--- src/rtl/lsu_pkg.sv ---
// Shared definitions for the load/store unit: instruction ids,
// FSM state encoding and small decode helpers.
package lsu_pkg;

   localparam logic [5:0] LB  = 6'h0B;
   localparam logic [5:0] LH  = 6'h0C;
   localparam logic [5:0] LW  = 6'h0D;
   localparam logic [5:0] LBU = 6'h0E;
   localparam logic [5:0] LHU = 6'h0F;
   localparam logic [5:0] SB  = 6'h10;
   localparam logic [5:0] SH  = 6'h11;
   localparam logic [5:0] SW  = 6'h12;

   typedef enum logic [1:0] {
      IDLE = 2'd0,
      REQ  = 2'd1,
      WAIT = 2'd2,
      DONE = 2'd3
   } lsu_state_t;

   function automatic logic lsu_is_mem(input logic [5:0] id);
      return id inside {LB, LH, LW, LBU, LHU, SB, SH, SW};
   endfunction

   function automatic logic lsu_is_store(input logic [5:0] id);
      return id inside {SB, SH, SW};
   endfunction

   // Half access needs addr[0]=0, word access needs addr[1:0]=0.
   function automatic logic lsu_is_misaligned(
      input logic [5:0] id,
      input logic [1:0] off
   );
      logic half;
      logic word;
      half = id inside {LH, LHU, SH};
      word = id inside {LW, SW};
      return (half & off[0]) | (word & (off != 2'b00));
   endfunction

endpackage

--- src/rtl/lsu_data_align.sv ---
// Combinational data formatting: load byte/half extract with sign/zero
// extension, store lane replication and byte-enable generation.
// Ports: op_id, byte_off (addr[1:0]), store_data, rdata in;
//        load_data, wdata, be out.
module lsu_data_align
   import lsu_pkg::*;
(
   input  logic [5:0]  op_id,
   input  logic [1:0]  byte_off,
   input  logic [31:0] store_data,
   input  logic [31:0] rdata,
   output logic [31:0] load_data,
   output logic [31:0] wdata,
   output logic [3:0]  be
);

   logic [31:0] shifted;
   logic [7:0]  lane_byte;
   logic [15:0] lane_half;

   always_comb begin
      shifted   = rdata >> {byte_off, 3'b000};
      lane_byte = shifted[7:0];
      lane_half = byte_off[1] ? rdata[31:16] : rdata[15:0];
   end

   always_comb begin
      load_data = rdata;
      case (op_id)
         LB:      load_data = {{24{lane_byte[7]}}, lane_byte};
         LBU:     load_data = {24'h0, lane_byte};
         LH:      load_data = {{16{lane_half[15]}}, lane_half};
         LHU:     load_data = {16'h0, lane_half};
         default: load_data = rdata;
      endcase
   end

   // Loads and SW fall through to the full-word default.
   always_comb begin
      wdata = store_data;
      be    = 4'hF;
      case (op_id)
         SB: begin
            wdata = {4{store_data[7:0]}};
            be    = 4'b0001 << byte_off;
         end
         SH: begin
            wdata = {2{store_data[15:0]}};
            be    = byte_off[1] ? 4'b1100 : 4'b0011;
         end
         default: ;
      endcase
   end

endmodule

--- src/rtl/load_store_unit.sv ---
// Memory-access stage: runs one valid/ready data-memory transaction per
// load/store from EX_MEM, formats load data and stalls the pipeline.
// Ports: clk, rst (async, active-high); valid_in, instr_id_in, addr_in,
//        store_data_in from EX_MEM; lsu_stall, mem_data_out, mem_done to
//        pipeline/MEM_WB; dmem_req_* / dmem_resp_* to data memory.
// Optional: LSU_MISALIGN_TRAP_EN adds misalign_out and skips the memory
//           request for misaligned half/word accesses.
module load_store_unit
   import lsu_pkg::*;
#(
   parameter int ADDR_W = 32,
   parameter int DATA_W = 32
) (
   input  logic              clk,
   input  logic              rst,
   input  logic              valid_in,
   input  logic [5:0]        instr_id_in,
   input  logic [ADDR_W-1:0] addr_in,
   input  logic [DATA_W-1:0] store_data_in,
   output logic              lsu_stall,
   output logic [DATA_W-1:0] mem_data_out,
   output logic              mem_done,
`ifdef LSU_MISALIGN_TRAP_EN
   output logic              misalign_out,
`endif
   output logic              dmem_req_valid,
   input  logic              dmem_req_ready,
   output logic              dmem_req_we,
   output logic [ADDR_W-1:0] dmem_req_addr,
   output logic [DATA_W-1:0] dmem_req_wdata,
   output logic [3:0]        dmem_req_be,
   input  logic              dmem_resp_valid,
   input  logic [DATA_W-1:0] dmem_resp_rdata
);

   lsu_state_t        state;
   lsu_state_t        state_next;
   logic [5:0]        op_id;
   logic [ADDR_W-1:0] op_addr;
   logic [DATA_W-1:0] op_data;
   logic              start;
   logic              mis_in;
   logic [31:0]       fmt_load;
   logic [31:0]       fmt_wdata;
   logic [3:0]        fmt_be;

   assign start = valid_in & lsu_is_mem(instr_id_in);

`ifdef LSU_MISALIGN_TRAP_EN
   logic mis_q;
   assign mis_in = lsu_is_misaligned(instr_id_in, addr_in[1:0]);
   assign misalign_out = (state == DONE) & mis_q;
`else
   assign mis_in = 1'b0;
`endif

   always_ff @(posedge clk or posedge rst) begin
      if (rst) state <= IDLE;
      else     state <= state_next;
   end

   always_comb begin
      state_next = state;
      unique case (state)
         IDLE: if (start) state_next = mis_in ? DONE : REQ;
         REQ: if (dmem_req_ready)
            state_next = lsu_is_store(op_id) ? DONE : WAIT;
         WAIT: if (dmem_resp_valid) state_next = DONE;
         DONE: state_next = IDLE;
         default: state_next = IDLE;
      endcase
   end

   always_comb begin
      lsu_stall      = 1'b0;
      dmem_req_valid = 1'b0;
      mem_done       = 1'b0;
      unique case (state)
         IDLE: lsu_stall = start;
         REQ: begin
            lsu_stall      = 1'b1;
            dmem_req_valid = 1'b1;
         end
         WAIT: lsu_stall = 1'b1;
         DONE: mem_done  = 1'b1;
         default: ;
      endcase
   end

   // Request fields are zero outside REQ so reset leaves the port quiet.
   always_comb begin
      dmem_req_we    = 1'b0;
      dmem_req_addr  = '0;
      dmem_req_wdata = '0;
      dmem_req_be    = 4'h0;
      if (dmem_req_valid) begin
         dmem_req_we    = lsu_is_store(op_id);
         dmem_req_addr  = {op_addr[ADDR_W-1:2], 2'b00};
         dmem_req_wdata = fmt_wdata;
         dmem_req_be    = fmt_be;
      end
   end

   always_ff @(posedge clk or posedge rst) begin
      if (rst) begin
         op_id        <= '0;
         op_addr      <= '0;
         op_data      <= '0;
         mem_data_out <= '0;
`ifdef LSU_MISALIGN_TRAP_EN
         mis_q        <= 1'b0;
`endif
      end else begin
         if (state == IDLE && start) begin
            op_id   <= instr_id_in;
            op_addr <= addr_in;
            op_data <= store_data_in;
`ifdef LSU_MISALIGN_TRAP_EN
            mis_q   <= mis_in;
`endif
         end
         if (state == WAIT && dmem_resp_valid)
            mem_data_out <= fmt_load;
      end
   end

   lsu_data_align u_align (
      .op_id      (op_id),
      .byte_off   (op_addr[1:0]),
      .store_data (op_data),
      .rdata      (dmem_resp_rdata),
      .load_data  (fmt_load),
      .wdata      (fmt_wdata),
      .be         (fmt_be)
   );

endmodule

--- config.mk ---
export PLATFORM = sky130hd
export DESIGN_NAME = load_store_unit
export DESIGN_NICKNAME = d
export VERILOG_FILES = /design/src/rtl/lsu_pkg.sv /design/src/rtl/lsu_data_align.sv /design/src/rtl/load_store_unit.sv
export SDC_FILE = /design/constraint.sdc
export NUM_CORES = 1
export LEC_CHECK = 0
export ABC_AREA = 1
export BUFFER_PORTS_ARGS = -buffer_cell sky130_fd_sc_hd__clkbuf_2
export CORE_MARGIN = 10
export CORE_UTILIZATION = 55
export CTS_CLUSTER_DIAMETER = 50
export CTS_CLUSTER_SIZE = 8
export DETAILED_ROUTE_END_ITERATION = 16
export PLACE_DENSITY = 0.82
export SLEW_MARGIN = 15
export SYNTH_ARGS = -nofsm -noshare
export SYNTH_HDL_FRONTEND = slang
export SYNTH_SLANG_ARGS = --single-unit
--- constraint.sdc ---
create_clock -name clk -period 4.75 [get_ports clk]
set_clock_uncertainty 0.05 [all_clocks]
set_input_delay 0.2375 -clock clk [delete_from_list [all_inputs] [get_ports clk]]
set_output_delay 0.2375 -clock clk [all_outputs]
set_load 0.03 [all_outputs]
## Word level (Yosys, flattened, before mapping)

Index checks and enable logic that the tools add are counted.

- Word-level logic and storage cells: 53
- Flip-flop bits (word level): 104
- Bits of input ports: 107

- Shifts and indexed selects: 2
- Multiplexer cells: 17
- Bitwise logic cells: 1
- Eq/ne operators: 21
- Reduce and logical (&&, ||, !) cells: 7

Operator list:

| kind | count |
|---|---|
| $pmux W32 S4 | 1 |
| $mux W32 | 2 |
| $pmux W32 S2 | 1 |
| $eq A6 B4 Y1 const B | 9 |
| $eq A6 B5 Y1 const B | 6 |
| $shr A32 B5 Y8 | 1 |
| $mux W16 | 1 |
| $mux W4 | 2 |
| $pmux W2 S4 | 1 |
| $pmux W4 S2 | 1 |
| $reduce_bool A8 Y1 | 1 |
| $mux W2 | 3 |
| $ne A2 B2 Y1 const B | 3 |
| $eq A2 B2 Y1 const B | 2 |
| $mux W1 | 4 |
| $shl A1 B2 Y4 const A | 1 |
| $reduce_and A3 Y1 | 1 |
| $reduce_bool A3 Y1 | 1 |
| $eq A2 B1 Y1 const B | 1 |
| $logic_and A1 B1 Y1 | 2 |
| $logic_not A2 Y1 | 1 |
| $pmux W1 S2 | 1 |
| $reduce_or A2 Y1 | 1 |
| $and A1 B1 Y1 | 1 |

## Depth between registers and ports, before layout

- Depth in word-level cells: 5
- Depth in mapped cells: 11
- Gate-level depth less buffers: 10

## Hierarchy

From an unflattened synthesis, not the netlist that was laid out.

- Cells, all modules: 882
- Area total of the unflattened synthesis: 6493.7 um^2

By module, submodules not included:

| module | area an instance (um^2) | times used | cells each | sequential area each (um^2) |
|---|---|---|---|---|
| load_store_unit | 4911.0 | 1 | 548 | 2602.5 |
| lsu_data_align | 1582.8 | 1 | 334 | 0.0 |

## Worst setup path before layout

Ideal clock, no wire load.

- Path type: reg-to-output
- Start point: register state[1]
- End point: output dmem_req_wdata[16]
- Path buffers: 1
- Required time: 4463 ps
- Cell stages (with the launch flop): 6
- Arrival time: 1997 ps
- Setup slack: 2466 ps
- Path through: dfrtp_1 -> inv_1 -> ha_1 -> inv_1 -> clkbuf_1 -> a211oi_1

- Word-level cells in the longest chain between the ends: 3

RTL lines:

| element | line | RTL |
|---|---|---|
| start, declared | load_store_unit.sv:36 | `lsu_state_t state;` |
| start signal, assigned | load_store_unit.sv:59 | `else state <= state_next;` |
| $eq A2 B1 Y1 | load_store_unit.sv:78 | `unique case (state)` |
| $mux W1 | load_store_unit.sv:78 |  |
| named net dmem_req_valid | load_store_unit.sv:26 | `output logic dmem_req_valid,` |
| $mux W32 | load_store_unit.sv:96 | `if (dmem_req_valid) begin` |
| end, declared | load_store_unit.sv:30 | `output logic [DATA_W-1:0] dmem_req_wdata,` |

The timed path passes the listed nets, and every way through them passes these cells.

## Worst setup path in the final report

- Start point: register state[1]
- End point: output dmem_req_we

- Word-level cells in the longest chain between the ends: 3

RTL lines:

| element | line | RTL |
|---|---|---|
| $eq A2 B1 Y1 | load_store_unit.sv:78 |  |
| $mux W1 | load_store_unit.sv:78 |  |
| $mux W1 | load_store_unit.sv:96 |  |
| end, declared | load_store_unit.sv:28 | `output logic dmem_req_we,` |

Every way passes these cells.

==> tab_implementation.tex <==
\begin{tabular}{lr}
\hline
Metric & Value \\
\hline
\multicolumn{2}{l}{\textbf{Status}} \\
\quad Run status & completed \\
\multicolumn{2}{l}{\textbf{Logic synthesis}} \\
\quad Yosys warning count & 0 \\
\quad Synth Register Bits & 104 \\
\quad Library cell occupying the most area in the post-synthesis netlist & sky130\_fd\_sc\_hd\_\_dfrtp\_1 \\
\quad Area share of the largest cell type after synthesis & 42.2\% \\
\quad Post-Synthesis Cell Area & 0.00617 sq mm \\
\quad Synth Area per Inst & 6.76 sq um \\
\quad Cells taking the most area after synthesis & sky130\_fd\_sc\_hd\_\_dfrtp\_1 42\%, sky130\_fd\_sc\_hd\_\_nand2\_1 23\%, sky130\_fd\_sc\_hd\_\_inv\_1 7.2\%, sky130\_fd\_sc\_hd\_\_nor2\_1 5.8\%, sky130\_fd\_sc\_hd\_\_o21ai\_0 4.6\% \\
\quad Number of library cell types mapped by synthesis & 35 \\
\quad Cell count after synthesis & 913 \\
\quad Sequential fraction of the synthesis area & 42.2\% \\
\multicolumn{2}{l}{\textbf{Detailed routing}} \\
\quad Detailed router's first-iteration violation count & 409 \\
\quad Router iterations before antenna repair & 5 \\
\quad Via Count & 6036 \\
\quad Remaining design rule violation count & 0 \\
\quad Detail-routed net length per standard cell & 14.4 microns \\
\quad Avg Vias per Cell & 4.87 \\
\quad Post-Route WL & 17800 microns \\
\quad Remaining antenna violation count & 0 \\
\multicolumn{2}{l}{\textbf{Placement}} \\
\quad Global placer's final weighted congestion & 0.882 \\
\quad Detail Placement HPWL & 13500 microns \\
\quad Number of buffers inserted by port buffering & 208 \\
\multicolumn{2}{l}{\textbf{Clock network}} \\
\quad Clock latency at the later pin of the worst-skew pair & 0.34 ns \\
\quad Buffer count from post-CTS setup fixing & 0 \\
\quad Number of buffers created by CTS & 9 \\
\quad Hold Buf Count CTS & 0 \\
\quad Number of sinks handled by clock tree synthesis & 104 \\
\quad Root buffer cell & sky130\_fd\_sc\_hd\_\_clkbuf\_16 \\
\quad H-Tree Depth & 3 \\
\quad Clock slew at the register clock pins of the worst setup and hold paths & 0.07 ns \\
\quad Number of cells upsized or downsized after cts & 0 \\
\quad TritonCTS clock tree & built \\
\quad Max Buffers Root-to-Sink & 2 \\
\multicolumn{2}{l}{\textbf{Setup path}} \\
\quad Worst Setup Path Type & reg2out \\
\quad Required time at the endpoint of the critical path & 4.46 ns \\
\quad CP arrival & 2.76 ns \\
\quad Crit Path Max Fanout & 39 \\
\quad Crit. End Element & output pin \\
\quad Type of origin of the critical path & flip-flop \\
\multicolumn{2}{l}{\textbf{Finish}} \\
\quad Most frequent cells in the layout & 375 x sky130\_fd\_sc\_hd\_\_nand2\_1, 208 x sky130\_fd\_sc\_hd\_\_clkbuf\_2, 117 x sky130\_fd\_sc\_hd\_\_inv\_1 \\
\quad Count of nets after finishing & 1206 \\
\quad Number of diodes & 0 \\
\quad Commonest non-fill, non-tap cell in the layout & sky130\_fd\_sc\_hd\_\_nand2\_1 \\
\quad Fraction of final layout cells with drive strength greater than 1 & 25.2\% \\
\quad Synth-to-Final Area Change & 21.0\% \\
\multicolumn{2}{l}{\textbf{Pwr}} \\
\quad Combinational group share of total power & 54.6\% \\
\quad IR drop worst, VDD & 382 uV \\
\quad Clock share of power & 14.3\% \\
\quad Relative contribution of sequential cells to total power & 31.2\% \\
\quad Power density over cell area & 683 mW/mm\^{}2 \\
\quad Internal Pwr Total & 2.48 mW \\
\quad Leakage Power & 4.65 nW \\
\quad Power dissipated by switching net loads & 2.62 mW \\
\quad Switching share of total power & 51.4\% \\
\multicolumn{2}{l}{\textbf{STA}} \\
\quad Time the final worst path needs with I/O delays and setup & 3.05 ns \\
\quad Normalized max-slew margin & 28.1\% \\
\quad Actual transition at the worst max-transition pin & 1.08 ns \\
\quad Final slew viol count & 0 \\
\quad WHS & 0.0274 ns \\
\quad Total Negative Setup Slacks & 0 ns \\
\quad Highest clock frequency the design can meet & 328 MHz \\
\quad Final count of negative-setup-slack endpoints & 0 \\
\quad Endpoints failing hold & 0 \\
\quad Unrepaired setup endpoints after global routing & no \\
\quad Post-route clock period utilization & 64.2\% \\
\multicolumn{2}{l}{\textbf{Min path}} \\
\quad Type of the tightest min-delay check & in2async \\
\multicolumn{2}{l}{\textbf{Die}} \\
\quad Die area & 0.0159 sq mm \\
\quad Die width & 126 microns \\
\quad I/O pins & 211 \\
\quad Starting utilization of the core area & 56.4\% \\
\quad Std cell rows & 38 \\
\quad Die Span Y & 126 microns \\
\quad Floorplan Core Area & 0.0109 sq mm \\
\multicolumn{2}{l}{\textbf{Global route}} \\
\quad Overflow after GRT & 0 \\
\quad Largest net degree at the start of global routing & 74 \\
\quad Number of global-route vias before repair & 6067 \\
\quad Global Route Usage Sum & 21.7\% \\
\quad Antenna violations before repair & 0 \\
\quad First-pass GRT wire length & 29200 microns \\
\multicolumn{2}{l}{\textbf{Flow run}} \\
\quad Number of max-cap violations & 0 \\
\hline
\end{tabular}
-- power groups by stage --
stage	clock network (mW)	logic [mW]	registers, mW
4_1_cts	0.738	2.81	1.59
6_report	0.727	2.78	1.59
2_1_floorplan	0	1.89	1.77
5_1_grt	0.775	3.10	1.64
3_5_place_dp	0	2.80	1.60
3_3_place_gp	0	2.76	1.59
-- Yosys cell counts --
cell / count
sky130_fd_sc_hd__o21ai_1: 4
sky130_fd_sc_hd__a21oi_1: 7
sky130_fd_sc_hd__o21a_1: 1
sky130_fd_sc_hd__nor2_4: 3
sky130_fd_sc_hd__o21bai_1: 1
sky130_fd_sc_hd__conb_1: 1
sky130_fd_sc_hd__o211ai_1: 8
sky130_fd_sc_hd__nor2_1: 95
sky130_fd_sc_hd__buf_1: 2
sky130_fd_sc_hd__clkinv_2: 2
sky130_fd_sc_hd__buf_4: 6
sky130_fd_sc_hd__inv_2: 5
sky130_fd_sc_hd__buf_2: 14
sky130_fd_sc_hd__o21ai_0: 57
sky130_fd_sc_hd__a21o_1: 1
sky130_fd_sc_hd__clkbuf_1: 16
sky130_fd_sc_hd__nand2_2: 25
sky130_fd_sc_hd__nand2_1: 375
sky130_fd_sc_hd__inv_1: 118
sky130_fd_sc_hd__nand3_4: 1
sky130_fd_sc_hd__nor2_8: 2
sky130_fd_sc_hd__dfrtp_1: 104
sky130_fd_sc_hd__a211oi_1: 8
sky130_fd_sc_hd__nand3_1: 28
sky130_fd_sc_hd__buf_6: 4
sky130_fd_sc_hd__ha_1: 5
sky130_fd_sc_hd__nand4_2: 1
sky130_fd_sc_hd__inv_4: 1
sky130_fd_sc_hd__nand4_1: 7
sky130_fd_sc_hd__nor3_1: 1
sky130_fd_sc_hd__nand2_4: 2
sky130_fd_sc_hd__nand3_2: 3
sky130_fd_sc_hd__or2_2: 2
sky130_fd_sc_hd__o22ai_1: 1
sky130_fd_sc_hd__buf_8: 2
-- stage by stage --
step	util (%)	cells	cell area [sq um]	worst slack [ns]	total power, mW
finish	68.3	1239	7470	1.70	5.10
global route	68.3	1239	7470	1.47	5.51
CTS	68.3	1239	7470	1.71	5.14
detailed placement	65.6	1223	7180	1.84	4.40
global placement	65.6	1223	7180	1.92	4.35
floorplan	-	914	6180	1.73	3.66
-- routing by layer --
metal	global-route usage, %	share of wire [%]	vias up
li1	-	-	3103
met1	26.4	42	2695
met2	35.8	47	216
met3	7.68	8.9	22
met4	5.56	1.6	0
met5	0	0	-
-- kinds of logic (layout without fill, tap and decap cells) --
| group | count (synthesis) | after routing | synth area share [%] |
|---|---|---|---|
| and+or+nand+nor | 545 | 545 | 36.9 |
| buffers and inverters | 170 | 355 | 11.9 |
| DFF | 104 | 104 | 42.2 |
| AOI/OAI and AO/OA | 88 | 88 | 7.93 |
| adders and majority gates | 5 | 5 | 1.01 |
| other | 1 | 2 | 0.0608 |
-- path summary, 6_finish.rpt --
path	startpoint	endpoint	cells past startpoint	slack [ns]
max in group asynchronous	rst	op_data[20]	3	3.65
max reg2reg	state[0]	mem_data_out[7]	9	1.80
min	rst	op_addr[7]	2	0.03
min in group clk	addr_in[22]	op_addr[22]	3	0.03
max	state[1]	dmem_req_we	5	1.70
min reg2reg	mem_data_out[25]	mem_data_out[25]	2	0.43
-- state kept, by name, summed over array words and instances, names as in the netlist --
signal and flops:
mem_data_out 32, op_id 6, op_data 32, op_addr 32
state 2
-- area by class of cell --
cell class | instances | area (sq um)
inverters | 126 | 480
clock inverters | 6 | 61.3
flip-flops and latches | 104 | 2600
repair buffers | 213 | 1080
clock buffers | 10 | 229
fillers | 982 | 3470
well taps | 140 | 175
multi-input cells | 640 | 2840
-- critical path: stages (launching register included) --
cell	delay (ns)
sky130_fd_sc_hd__dfrtp_1	0.43
sky130_fd_sc_hd__inv_1	0.12
sky130_fd_sc_hd__ha_2	0.69
sky130_fd_sc_hd__inv_1	0.46
sky130_fd_sc_hd__nor3_1	0.41
sky130_fd_sc_hd__clkbuf_2	0.27
No activity file was read; power rests on OpenSTA's default activity.
